===== src/rtl/alu_pkg.sv =====
// alu_pkg: shared opcodes, FSM states and command-word layout for the ALU command sequencer
// Command word layout (MSB..LSB): {opcode, A, B, tag}; the *_LSB offsets are counted from
// the top of the tag field, so a field sits at [TAG_W + *_LSB +: width].
package alu_pkg;
    localparam logic [2:0] OP_NOT = 3'd0;
    localparam logic [2:0] OP_AND = 3'd1;
    localparam logic [2:0] OP_OR  = 3'd2;
    localparam logic [2:0] OP_XOR = 3'd3;
    localparam logic [2:0] OP_ADD = 3'd4;
    localparam logic [2:0] OP_SUB = 3'd5;
    localparam logic [2:0] OP_MUL = 3'd6;
    localparam logic [2:0] OP_DIV = 3'd7;
    localparam int B_LSB  = 0;
    localparam int A_LSB  = 4;
    localparam int OP_LSB = 8;
    typedef enum logic [1:0] {IDLE, SETTLE, RESP} state_t;
    function automatic int cmd_w(input int tag_w);
        return 3 + 4 + 4 + tag_w;
    endfunction
endpackage


===== src/rtl/alu_cmd_fifo.sv =====
// alu_cmd_fifo: synchronous command FIFO with occupancy count
// Ports: clk, rst_n (async active-low); push/din write when not full; pop reads the head
// (dout shows the head combinationally) when not empty; full, empty, count report occupancy.
module alu_cmd_fifo #(
    parameter int DEPTH = 2,
    parameter int W     = 15
) (
    input  logic                       clk,
    input  logic                       rst_n,
    input  logic                       push,
    input  logic                       pop,
    input  logic [W-1:0]               din,
    output logic [W-1:0]               dout,
    output logic                       full,
    output logic                       empty,
    output logic [$clog2(DEPTH+1)-1:0] count
);
    localparam int AW = $clog2(DEPTH);
    localparam int CW = $clog2(DEPTH+1);
    logic [W-1:0]  mem_q [DEPTH];
    logic [AW-1:0] wr_q, wr_d, rd_q, rd_d;
    logic [CW-1:0] count_q, count_d;
    logic          do_push, do_pop;
    assign full    = count_q == CW'(DEPTH);
    assign empty   = count_q == '0;
    assign count   = count_q;
    assign dout    = mem_q[rd_q];
    assign do_push = push && !full;
    assign do_pop  = pop && !empty;
    // pointers are exactly AW bits wide, so increment wraps modulo DEPTH
    always_comb begin
        wr_d    = do_push ? wr_q + 1'b1 : wr_q;
        rd_d    = do_pop ? rd_q + 1'b1 : rd_q;
        count_d = count_q + CW'(do_push) - CW'(do_pop);
    end
    always_ff @(posedge clk or negedge rst_n) begin
        if (!rst_n) begin
            wr_q    <= '0;
            rd_q    <= '0;
            count_q <= '0;
        end else begin
            wr_q    <= wr_d;
            rd_q    <= rd_d;
            count_q <= count_d;
        end
    end
    always_ff @(posedge clk) begin
        if (do_push) mem_q[wr_q] <= din;
    end
endmodule


===== src/rtl/alu_cmd_sequencer.sv =====
// alu_cmd_sequencer: buffers ALU commands, drives a combinational ALU and returns tagged results
// Ports: cmd_* valid/ready command channel {opcode,a,b,tag}; alu_opcode/alu_a/alu_b drive the
// ALU from registers, alu_out is its result; rsp_* valid/ready response channel
// {result,tag,err}; busy flags pending or in-flight work. clk, rst_n (async active-low).
module alu_cmd_sequencer
    import alu_pkg::*;
#(
    parameter int DEPTH         = 2,
    parameter int TAG_W         = 4,
    parameter int SETTLE_CYCLES = 1
) (
    input  logic             clk,
    input  logic             rst_n,
    input  logic             cmd_valid,
    output logic             cmd_ready,
    input  logic [2:0]       cmd_opcode,
    input  logic [3:0]       cmd_a,
    input  logic [3:0]       cmd_b,
    input  logic [TAG_W-1:0] cmd_tag,
    output logic [2:0]       alu_opcode,
    output logic [3:0]       alu_a,
    output logic [3:0]       alu_b,
    input  logic [7:0]       alu_out,
    output logic             rsp_valid,
    input  logic             rsp_ready,
    output logic [7:0]       rsp_result,
    output logic [TAG_W-1:0] rsp_tag,
    output logic             rsp_err,
    output logic             busy
);
    localparam int CMD_W = cmd_w(TAG_W);
    localparam int CNT_W = $clog2(SETTLE_CYCLES+1);
    state_t                       state_q, state_d;
    logic [CNT_W-1:0]             cnt_q, cnt_d;
    logic [2:0]                   op_q, op_d;
    logic [3:0]                   a_q, a_d, b_q, b_d;
    logic [TAG_W-1:0]             tag_q, tag_d, rtag_q, rtag_d;
    logic [7:0]                   res_q, res_d;
    logic                         err_q, err_d, vld_q, vld_d, rdy_q;
    logic [CMD_W-1:0]             head;
    logic                         full, empty, load, dz;
    logic [$clog2(DEPTH+1)-1:0]   count;
    alu_cmd_fifo #(.DEPTH(DEPTH), .W(CMD_W)) u_fifo (
        .clk   (clk),
        .rst_n (rst_n),
        .push  (cmd_valid && cmd_ready),
        .pop   (load),
        .din   ({cmd_opcode, cmd_a, cmd_b, cmd_tag}),
        .dout  (head),
        .full  (full),
        .empty (empty),
        .count (count)
    );
    // rdy_q keeps cmd_ready low throughout reset and for the first edge after it
    assign cmd_ready  = rdy_q && !full;
    assign busy       = state_q != IDLE || count != '0;
    assign alu_opcode = op_q;
    assign alu_a      = a_q;
    assign alu_b      = b_q;
    assign rsp_valid  = vld_q;
    assign rsp_result = res_q;
    assign rsp_tag    = rtag_q;
    assign rsp_err    = err_q;
    assign dz         = op_q == OP_DIV && b_q == 4'h0;
    // a new command is launched from IDLE, or straight out of RESP on the handshake edge
    assign load       = !empty && (state_q == IDLE || (state_q == RESP && vld_q && rsp_ready));
    always_comb begin
        state_d = state_q;
        cnt_d   = cnt_q;
        op_d    = op_q;
        a_d     = a_q;
        b_d     = b_q;
        tag_d   = tag_q;
        res_d   = res_q;
        rtag_d  = rtag_q;
        err_d   = err_q;
        vld_d   = vld_q;
        if (state_q == SETTLE) begin
            if (cnt_q != '0) begin
                cnt_d = cnt_q - 1'b1;
            end else begin
                res_d   = dz ? 8'hFF : alu_out;
                err_d   = dz;
                rtag_d  = tag_q;
                vld_d   = 1'b1;
                state_d = RESP;
            end
        end
        if (state_q == RESP && rsp_ready) begin
            vld_d   = 1'b0;
            state_d = IDLE;
        end
        if (load) begin
            op_d    = head[TAG_W+OP_LSB +: 3];
            a_d     = head[TAG_W+A_LSB +: 4];
            b_d     = head[TAG_W+B_LSB +: 4];
            tag_d   = head[TAG_W-1:0];
            cnt_d   = CNT_W'(SETTLE_CYCLES - 1);
            state_d = SETTLE;
        end
    end
    always_ff @(posedge clk or negedge rst_n) begin
        if (!rst_n) begin
            state_q <= IDLE;
            cnt_q   <= '0;
            op_q    <= '0;
            a_q     <= '0;
            b_q     <= '0;
            tag_q   <= '0;
            res_q   <= '0;
            rtag_q  <= '0;
            err_q   <= 1'b0;
            vld_q   <= 1'b0;
            rdy_q   <= 1'b0;
        end else begin
            state_q <= state_d;
            cnt_q   <= cnt_d;
            op_q    <= op_d;
            a_q     <= a_d;
            b_q     <= b_d;
            tag_q   <= tag_d;
            res_q   <= res_d;
            rtag_q  <= rtag_d;
            err_q   <= err_d;
            vld_q   <= vld_d;
            rdy_q   <= 1'b1;
        end
    end
endmodule


===== config.mk =====
export PLATFORM = sky130hd
export DESIGN_NAME = alu_cmd_sequencer
export DESIGN_NICKNAME = d
export VERILOG_FILES = /design/src/rtl/alu_pkg.sv /design/src/rtl/alu_cmd_fifo.sv /design/src/rtl/alu_cmd_sequencer.sv
export SDC_FILE = /design/constraint.sdc
export NUM_CORES = 1
export LEC_CHECK = 0
export BUFFER_PORTS_ARGS = -buffer_cell sky130_fd_sc_hd__buf_2
export CORE_MARGIN = 5
export CORE_UTILIZATION = 55
export CTS_BUF_LIST = sky130_fd_sc_hd__clkbuf_2
export CTS_CLUSTER_DIAMETER = 100
export DETAILED_ROUTE_END_ITERATION = 8
export GPL_TIMING_DRIVEN = 0
export MAX_ROUTING_LAYER = met4
export PLACE_DENSITY = 0.86
export SLEW_MARGIN = 20
export SYNTH_ARGS = -nofsm -noshare
export SYNTH_HDL_FRONTEND = slang
export SYNTH_HIERARCHICAL = 1
export SYNTH_SLANG_ARGS = --single-unit

===== constraint.sdc =====
create_clock -name clk -period 2.7 [get_ports clk]
set_input_delay 0.405 -clock clk [delete_from_list [all_inputs] [get_ports clk]]
set_output_delay 0.405 -clock clk [all_outputs]
set_load 0.03 [all_outputs]

Word level (Yosys, flattened, before mapping) --
Memory sizes are Yosys's and may differ from the RTL's. A register that Yosys moved wholly into a read port is not among the register bits. Cells that the tools add are included.
Word-level totals: flip-flop bits (word level) 22, memory bits (writable) 30, input port bits 27, output and inout bits 27, word-level logic and storage cells 61, memories 1
Memory list:
- u_fifo.mem_q | words 2, bits a word 15, rd ports 1, clocked after memory_dff 1, wr ports 1, line alu_cmd_fifo.sv:20 | logic [W-1:0] mem_q [DEPTH];
Operators by class: add/sub/neg operators 5, eq/ne operators 6, multiplexer cells 13, bitwise gates (word level) 1, reduce and logical (&&, ||, !) cells 25
Operator list (number):
- 1-bit logical AND | 9
- 1-bit 2-to-1 mux | 8
- 2-bit 2-to-1 mux | 4
- 8-bit 2-to-1 mux | 1
- 2-bit nonzero test | 4
- 2-bit AND reduction | 3
- 2-bit == test (second input constant) | 2
- 2-bit zero test | 2
- 4-bit zero test | 1
- 3-bit == test (second input constant) | 1
- 1-bit zero test | 3
- 3-bit by 1-bit inequality test with 1-bit output (second input constant) | 1
- 3-bit nonzero test | 1
- 1-bit adder (second input constant) | 2
- 2-bit by 1-bit adder with 2-bit output | 1
- 2-bit by 1-bit == test with 1-bit output (second input constant) | 1
- 1-bit logical OR | 2
- 2-bit by 1-bit inequality test with 1-bit output (second input constant) | 1
- 2-bit by 1-bit subtractor with 2-bit output | 1
- 1-bit inverter | 1
- 1-bit subtractor (second input constant) | 1

Logic depth before layout (Yosys ltp) --
Gate-level depths: netlist of run 1.
depth in word-level cells 7, mapped depth 10, gate-level depth less buffers 10

Cells and area by module --
Netlist of run 1, hierarchy kept.
By module, submodules not included:
- alu_cmd_fifo | times used 1, cells an instance 65, area an instance 1335.0 sq um, sequential area each 1001.0 sq um
- alu_cmd_sequencer | times used 1, cells an instance 105, area an instance 1300.0 sq um, sequential area each 800.8 sq um

Worst setup path after synthesis of run 1 --
Ideal clock, no wire load.
path kind register to register, from register u_fifo.count_q[1], in the netlist u_fifo/count[1], to memory u_fifo.mem_q[0][0] (enable), library setup time 0.386 ns, arrival time 1.969 ns, required time 2.314 ns, path slack 0.345 ns, stages on the path, launching flop included 7, buffers on the path 0, clock period less this slack 2.355 ns, cell sequence dfrtp_1 > nand2b_1 > inv_1 > nor2b_1 > and2_1 > nand2_1 > nor2_1
On the way: cells in the longest elaborated chain, start to end 7
Ends and longest elaborated chain:
- from (decl) | line alu_cmd_fifo.sv:22 | logic [CW-1:0] count_q, count_d;
- from (signal assigned) | line alu_cmd_fifo.sv:44 | count_q <= count_d;
- 2-bit == test | line alu_cmd_fifo.sv:24 | assign full = count_q == CW'(DEPTH);
- named net full | line alu_cmd_sequencer.sv:41 | logic full, empty, load, dz;
- 1-bit zero test | line alu_cmd_sequencer.sv:55 | assign cmd_ready = rdy_q && !full;
- 1-bit logical AND | line alu_cmd_sequencer.sv:55
- named net cmd_ready | line alu_cmd_sequencer.sv:15 | output logic cmd_ready,
- 1-bit logical AND | line alu_cmd_sequencer.sv:46 | .push (cmd_valid && cmd_ready),
- 1-bit logical AND | line alu_cmd_fifo.sv:28 | assign do_push = push && !full;
- 1-bit 2-to-1 mux | line alu_cmd_fifo.sv:48 | if (do_push) mem_q[wr_q] <= din;
- 1-bit 2-to-1 mux (not written as such) | line alu_cmd_fifo.sv:48
- to (decl) | line alu_cmd_fifo.sv:20
The timed path passes the listed nets, and every way through them passes these cells.

Final worst setup path of run 1 --
from register state_q[0], to register u_fifo.count_q[1], in the netlist u_fifo/count[1]
On the way: cells in the longest elaborated chain, start to end 7
Ends and longest elaborated chain:
- from (decl) | line alu_cmd_sequencer.sv:33 | state_t state_q, state_d;
- from (signal assigned) | line alu_cmd_sequencer.sv:116 | state_q <= state_d;
- 2-bit == test | line alu_cmd_sequencer.sv:66 | assign load = !empty && (state_q == IDLE || (state_q == RESP && vld_q && rsp_ready));
- 1-bit logical AND (2 in series) | line alu_cmd_sequencer.sv:66
- 1-bit logical OR * | line alu_cmd_sequencer.sv:66
- 1-bit logical AND * | line alu_cmd_sequencer.sv:66
- named net load | line alu_cmd_sequencer.sv:41
- 1-bit logical AND * | line alu_cmd_fifo.sv:29 | assign do_pop = pop && !empty;
- named net u_fifo.do_pop | line alu_cmd_fifo.sv:23 | logic do_push, do_pop;
- 2-bit by 1-bit subtractor with 2-bit output * | line alu_cmd_fifo.sv:34 | count_d = count_q + CW'(do_push) - CW'(do_pop);
- named net u_fifo.count_d[1] | line alu_cmd_fifo.sv:22
The timed path passes the listed nets; every way through them passes the cells marked *. A chain may end at the register's enable or synchronous reset.

==> results of run 1 <==
[per-stage QoR]
stage / power, mW / cell area (um^2) / setup slack, ps / hold WS, ps
3_3_place_gp: 3.21 / 2970 / 399 / 447
2_1_floorplan: 2.85 / 2640 / 345 / 109
5_1_grt: 3.89 / 3060 / 273 / 59.1
4_1_cts: 3.71 / 3060 / 422 / 82.4
3_5_place_dp: 3.27 / 2970 / 377 / 457
6_report: 3.65 / 3060 / 463 / 135
[power breakdown]
group	internal, mW	leakage, nW	switching, mW
Sequential	1.38	0.695	0.182
Combinational	0.740	0.608	0.910
Clock	0.138	0.0636	0.297
[synth_stat cells, drive strengths merged (2+ instances only)]
cell     n
dfrtp   36
edfxtp  30
mux2    30
nor2    19
nand2   15
a21oi    9
buf      4
inv      3
nor2b    3
xnor2    3
a21o     2
clkbuf   2
ha       2
nand2b   2
o21ai    2
[state kept, by name, indices dropped and copies added, names as in the netlist, 2 cells and up]
register / flops
u_fifo/mem_q: 30
alu_opcode: 3
alu_a: 4
rsp_tag: 4
tag_q: 4
u_fifo/count: 2
state_q: 2
rsp_result: 8
alu_b: 4
[metal layers]
metal	vias to the layer above	track usage (%)	part of all wire, %
li1	729	-	-
met1	710	18.3	43
met2	50	23.7	49
met3	10	3.74	6.1
met4	0	7.22	1.8
met5	-	-	0
[what timing repair did]
action                                  in CTS  in global routing
hold endpoints to repair                     6                  0
hold buffers                                 1                  0
endpoints found under the setup margin       0                  0
[cell type report]
type	count	area share, %
tap	54	2.21
clock buffer	14	2.29
timing repair buffer	54	9.00
multi-input combinational	95	24.9
inverter	3	0.368
sequential	66	58.9
buffer	6	2.09
clock inverter	2	0.286
[kinds of logic after synthesis]
family          Yosys count  synth area share (%)
flops                    66                  68.4
compound gates           14                  3.47
mux                      30                  15.2
fa+ha+maj                 2                 0.950
other cells               1                 0.142
simple gates             44                  7.65
buf+inv                   9                  2.85
xor+xnor                  4                  1.33
[worst paths after layout]
path / start / to / slack, ps / cells after the start
worst max-delay path: state_q[0] / u_fifo/count[1] / 460 / 9
worst min-delay path: cmd_opcode[2] / u_fifo/mem_q[0][14] / 130 / 1
worst max register to register: state_q[0] / u_fifo/count[1] / 460 / 9
worst min register to register: tag_q[2] / rsp_tag[2] / 490 / 2
max in group asynchronous: rst_n / rsp_tag[3] / 1650 / 2
min in group asynchronous: rst_n / rsp_result[2] / 550 / 2
==> flow_metrics.tcl, run 1 <==
set metrics [dict create \
    status "completed" \
    ys_warn_count 6 \
    track_usage_pct 15.0 \
    grt_pass1_vias 1459 \
    synthTopCellsByArea "dfrtp_1 34%, edfxtp_1 34%, mux2_4 9.7%, mux2_2 5.6%, nor2_1 2.7%" \
    cp_slowest_cell "a211oi_4" \
    viasPerCell 5.10 \
    finalSetupTns_ps 0 \
    finalCritPeriodShare_pct 82.9 \
    drtIter0Drc 70 \
    grt_first_pass_wirelength_um 6780 \
    hp-class "input port to register" \
    synth_edf_count 30 \
    slew_violations 0 \
    crit_arrival_ps 2610 \
    crit_buf_inv 3 \
    final_cell_mix "54 x buf_2, 36 x dfrtp_1, 30 x edfxtp_1, 18 x nor2_1, 17 x mux2_4" \
    crit_required_ps 3080 \
    syn-cell-area_um2 2640 \
    cts_resized 0 \
    post_cts_buffers 0 \
    rsz0062_at_grt "no" \
    cts_tree "yes" \
    syn_inst 170 \
    n_fill_cell 362 \
    leakage_nw 1.37 \
    powerDensity_nw_per_um2 1190 \
    firstDrtPassIters 4 \
    numPortBuffers 53 \
    synth_top_area_cell "dfrtp_1" \
    root_buffer "clkbuf_2" \
    gp_congestion 0.692 \
    grt_max_degree 37 \
    utilization_pct 65.2 \
    antenna_found_initial 0 \
    die_x_um 79.2 \
    crit_path_max_fanout 10 \
    synthArstFlopShare_pct 54.5 \
    clock_latency_ps 440 \
    finalHoldViolCount 0 \
    synth.avg_cell_area_um2 15.5 \
    clockBufferDepth 2 \
    finalSetupViolations 0 \
    cts_max_level 3 \
    max_freq_mhz 447 \
    drcViolationCount 0 \
    cp_top_family "compound AO/OA/AOI/OAI gates" \
    die-area_um2 6280 \
    die_y_um 79.2 \
    fin_crit_ps 2240 \
    vdd_drop_max_mv 0.671 \
    slew_headroom_pct 48.1 \
    routedWlPerCell_um 14.1 \
    fin_nets 264 \
    cts_buffers 9 \
    drive_above_1_share_pct 44.6 \
    cap_violations 0 \
    regArea_um2 1800 \
    cts.clk_slew.worst_paths_ps 150 \
    stdcell_count 294 \
    clock_skew_ps 14.8 \
    overflow 0 \
    cts.sinks 66 \
    n_antenna_cell 0 \
    cp-end-kind "register" \
    synth_cell_types 29 \
    ant_nets 0 \
    synth.top_cell.area_share_pct 34.2 \
    vias 1499 \
    num_rows 25 \
    initial_core_util_pct 56.2 \
    worst_pin_slew_ps 778 \
    syn_nets 199 \
    core_um2 4690 \
    synth_ff_type "dfrtp_1" \
    final_common_cell "buf_2" \
    crit_type "register to register" \
    dp.cells 277 \
    post-dp-hpwl_um 2970 \
    path_cells "clkbuf_1, a211oi_4, buf_12, nor2b_2, ha_1, inv_1, ha_1, xnor2_1, xnor2_1" \
    io_pins 54 \
    areaGrowthSynthToFinish_pct 16.1 \
    max_stage_delay_ps 490 \
    synth_seq_area_share_pct 68.4 \
    ys_ff_latch 66 \
    startpoint_type "register" \
    finalWirelength_um 4140 \
    multi_input_area_um2 761 \
]
(Power assumes the default switching activity.)
==> inputs of run 2 (changes only) <==
Settings changed: ABC_AREA from default to 1.
Clock period 2.7 ns to 2.2 ns, I/O delays scaled along.
==> run 2 against run 1 <==
- sequential cell count unchanged
- global-route usage grew 3.2 points
- critical path depth is 6 higher
- clock power increased by 57%
- core utilization up 5.4 points
- worst hold slack worse by 12 ps
- maximum frequency up 11%
- critical path type unchanged
- largest power group unchanged
==> flow_metrics.tcl, run 2 <==
set metrics [dict create \
    status "completed" \
    num_rows 25 \
    yosysMostFrequentCell "nand2_1" \
    synth_top_family_by_area "simple AND/OR/NAND/NOR gates" \
    synthAdderAreaFrac_pct 0.905 \
    regMostFlops "u_fifo/mem_q" \
    synth_top_area_cell "dfrtp_1" \
    areaGrowthSynthToFinish_pct 23.1 \
    synth_xor_area_share_pct 0 \
    synth_ff_type "dfrtp_1" \
    post-dp-hpwl_um 3490 \
    numPortBuffers 53 \
    cap_violations 0 \
    syn-cell-area_um2 2770 \
    clock_latency_ps 490 \
    final.setup.worst_slack_ps 191 \
    initial_core_util_pct 57.4 \
    routedWlPerCell_um 12.7 \
    grt_max_degree 37 \
    synthArstFlopShare_pct 54.5 \
    ys_warn_count 6 \
    cp_top_family "buffers and inverters" \
    ys_ff_latch 66 \
    synthMuxAreaShare_pct 0 \
    vdd_drop_max_mv 0.754 \
    finalSetupViolations 0 \
    slew_violations 0 \
    leakage_nw 1.72 \
    synth_commonest_cells "118 x nand2_1, 36 x dfrtp_1, 30 x edfxtp_1" \
    n_antenna_cell 0 \
    fin_nets 379 \
    finalCritPeriodShare_pct 91.3 \
    gp_congestion 0.753 \
    crit_type "register to register" \
    overflow 0 \
    crit_buf_inv 8 \
    max_stage_delay_ps 440 \
    dp.cells 388 \
    die_x_um 80.9 \
    crit_required_ps 2600 \
    drcViolationCount 0 \
    syn_inst 268 \
    worst_pin_slew_ps 773 \
    cpMostUsedCell "inv_1" \
    stdcell_count 422 \
    grt_first_pass_wirelength_um 8630 \
    antenna_found_initial 0 \
    crit_arrival_ps 2400 \
    die_y_um 80.9 \
    syn_nets 297 \
    synth.avg_cell_area_um2 10.3 \
    clock_skew_ps 28.2 \
    drtIter0Drc 96 \
    cts.clk_slew.worst_paths_ps 180 \
    synthTopCellsByArea "dfrtp_1 33%, edfxtp_1 33%, nand2_1 16%, nand4_1 3.4%, inv_1 2.2%" \
    synth-simple-area-share_pct 25.9 \
    hp-class "input port to register" \
    synth_seq_area_share_pct 65.2 \
    grt_pass1_vias 1931 \
    firstDrtPassIters 4 \
    root_buffer "clkbuf_2" \
    cts_tree "yes" \
    cts_max_level 3 \
    synth_cell_types 26 \
    slew_headroom_pct 48.5 \
    startpoint_type "register" \
    synth.top_cell.area_share_pct 32.6 \
    final_cell_mix "118 x nand2_1, 55 x buf_2, 36 x dfrtp_1, 30 x edfxtp_1" \
    core_um2 4820 \
    ant_nets 0 \
    clockBufferDepth 2 \
    crit_path_max_fanout 10 \
    synth_edf_count 30 \
    cp-end-kind "register" \
    drive_above_1_share_pct 26.8 \
    cp_slowest_cell "dfrtp_1" \
    max_freq_mhz 498 \
    fin_crit_ps 2010 \
    die-area_um2 6550 \
    powerDensity_nw_per_um2 1380 \
    finalHoldViolCount 0 \
    rsz0062_at_grt "no" \
    vias 2042 \
    cts.sinks 66 \
    largest_reg_flops 30 \
    dp_slack_ps 113 \
    track_usage_pct 18.2 \
    viasPerCell 4.84 \
    cts_buffers 9 \
    finalPower_mw 4.69 \
    synth-compound-area-share_pct 1.99 \
    io_pins 54 \
    finalWirelength_um 5370 \
    final_common_cell "nand2_1" \
    path_cells "inv_1, nand2_1, inv_1, clkinvlp_4, nand3_4, buf_6, inv_1, nand2_1, inv_1, ha_1, inv_1, ha_1, inv_1, nand2_1, nand2_1" \
]
-- run 2: cell count changes in the layout (fill, tap and decap cells not counted), sizes merged, moves of 8 or more --
cell,previous run,this run
a21oi,9,0
dlygate4sd3,1,16
inv,3,19
mux2,30,0
nand2,15,126
nand4,0,15
nor2,19,11
-- run 2: worst paths after layout --
check                                       end  slack, ps  cells after the start            start
worst max-delay path            u_fifo/count[1]        190                     15  u_fifo/count[1]
worst min register to register       rsp_tag[1]        490                      2         tag_q[1]
worst min-delay path              rsp_result[5]        120                      4       alu_out[5]
max in group asynchronous         rsp_result[4]       1260                      2            rst_n
min in group asynchronous              alu_a[2]        440                      2            rst_n
worst max register to register  u_fifo/count[1]        190                     15  u_fifo/count[1]
-- run 2: cell families after synthesis --
logic type / count (synthesis)
AOI/OAI and AO/OA: 8
adders and majority gates: 2
buffers and inverters: 29
DFF: 66
other: 1
and+or+nand+nor: 162
-- run 2: final cells by class --
type                            instances  area, um^2
Tap cell                               67        83.8
Inverter                               20        83.8
Clock buffer                           10        50.0
Clock inverter                          6        57.6
Buffer                                  9        82.6
Multi-Input combinational cell        173         803
Fill cell                             385        1410
Sequential cell                        66        1800
Timing Repair Buffer                   71         440
-- run 2: per-layer routing --
layer  vias to the layer above  wire [um]  GRT usage [%]
li1                       1029          -              -
met1                       937       2240           21.0
met2                        64       2670           29.6
met3                        12        347           4.43
met4                         0        110           9.63
met5                         -          0              -
-- run 2: power by group --
part	leakage [nW]	switching, mW	total, mW	internal [mW]
combinational	0.929	1.45	2.15	0.702
clock	0.0731	0.421	0.681	0.260
sequential	0.720	0.190	1.86	1.67
-- run 2: through the flow --
step | utilization [%] | setup TNS [ps] | area (um^2) | hold WS (ps)
final | 70.6 | 0 | 3400 | 123
after global routing | 70.6 | 0 | 3400 | 94.4
after CTS | 68.8 | 0 | 3310 | 2.47
after detailed placement | 64.7 | 0 | 3120 | 455
after global placement | 64.6 | -1370 | 3110 | 449
after floorplan | - | 0 | 2770 | 34.4
-- run 2: repair_timing --
| item | 4_1_cts | 5_1_grt |
|---|---|---|
| resized for setup | 0 | 1 |
| hold buffers | 9 | 7 |
| setup buffers | 0 | 2 |
| setup endpoints to repair | 0 | 2 |
| hold endpoints to repair | 50 | 14 |
-- run 2: tightest hold or removal path, stage by stage --
cell      delay, ps
buf_2            70
o21bai_1         90
nand2_1          50
nand2_1          50
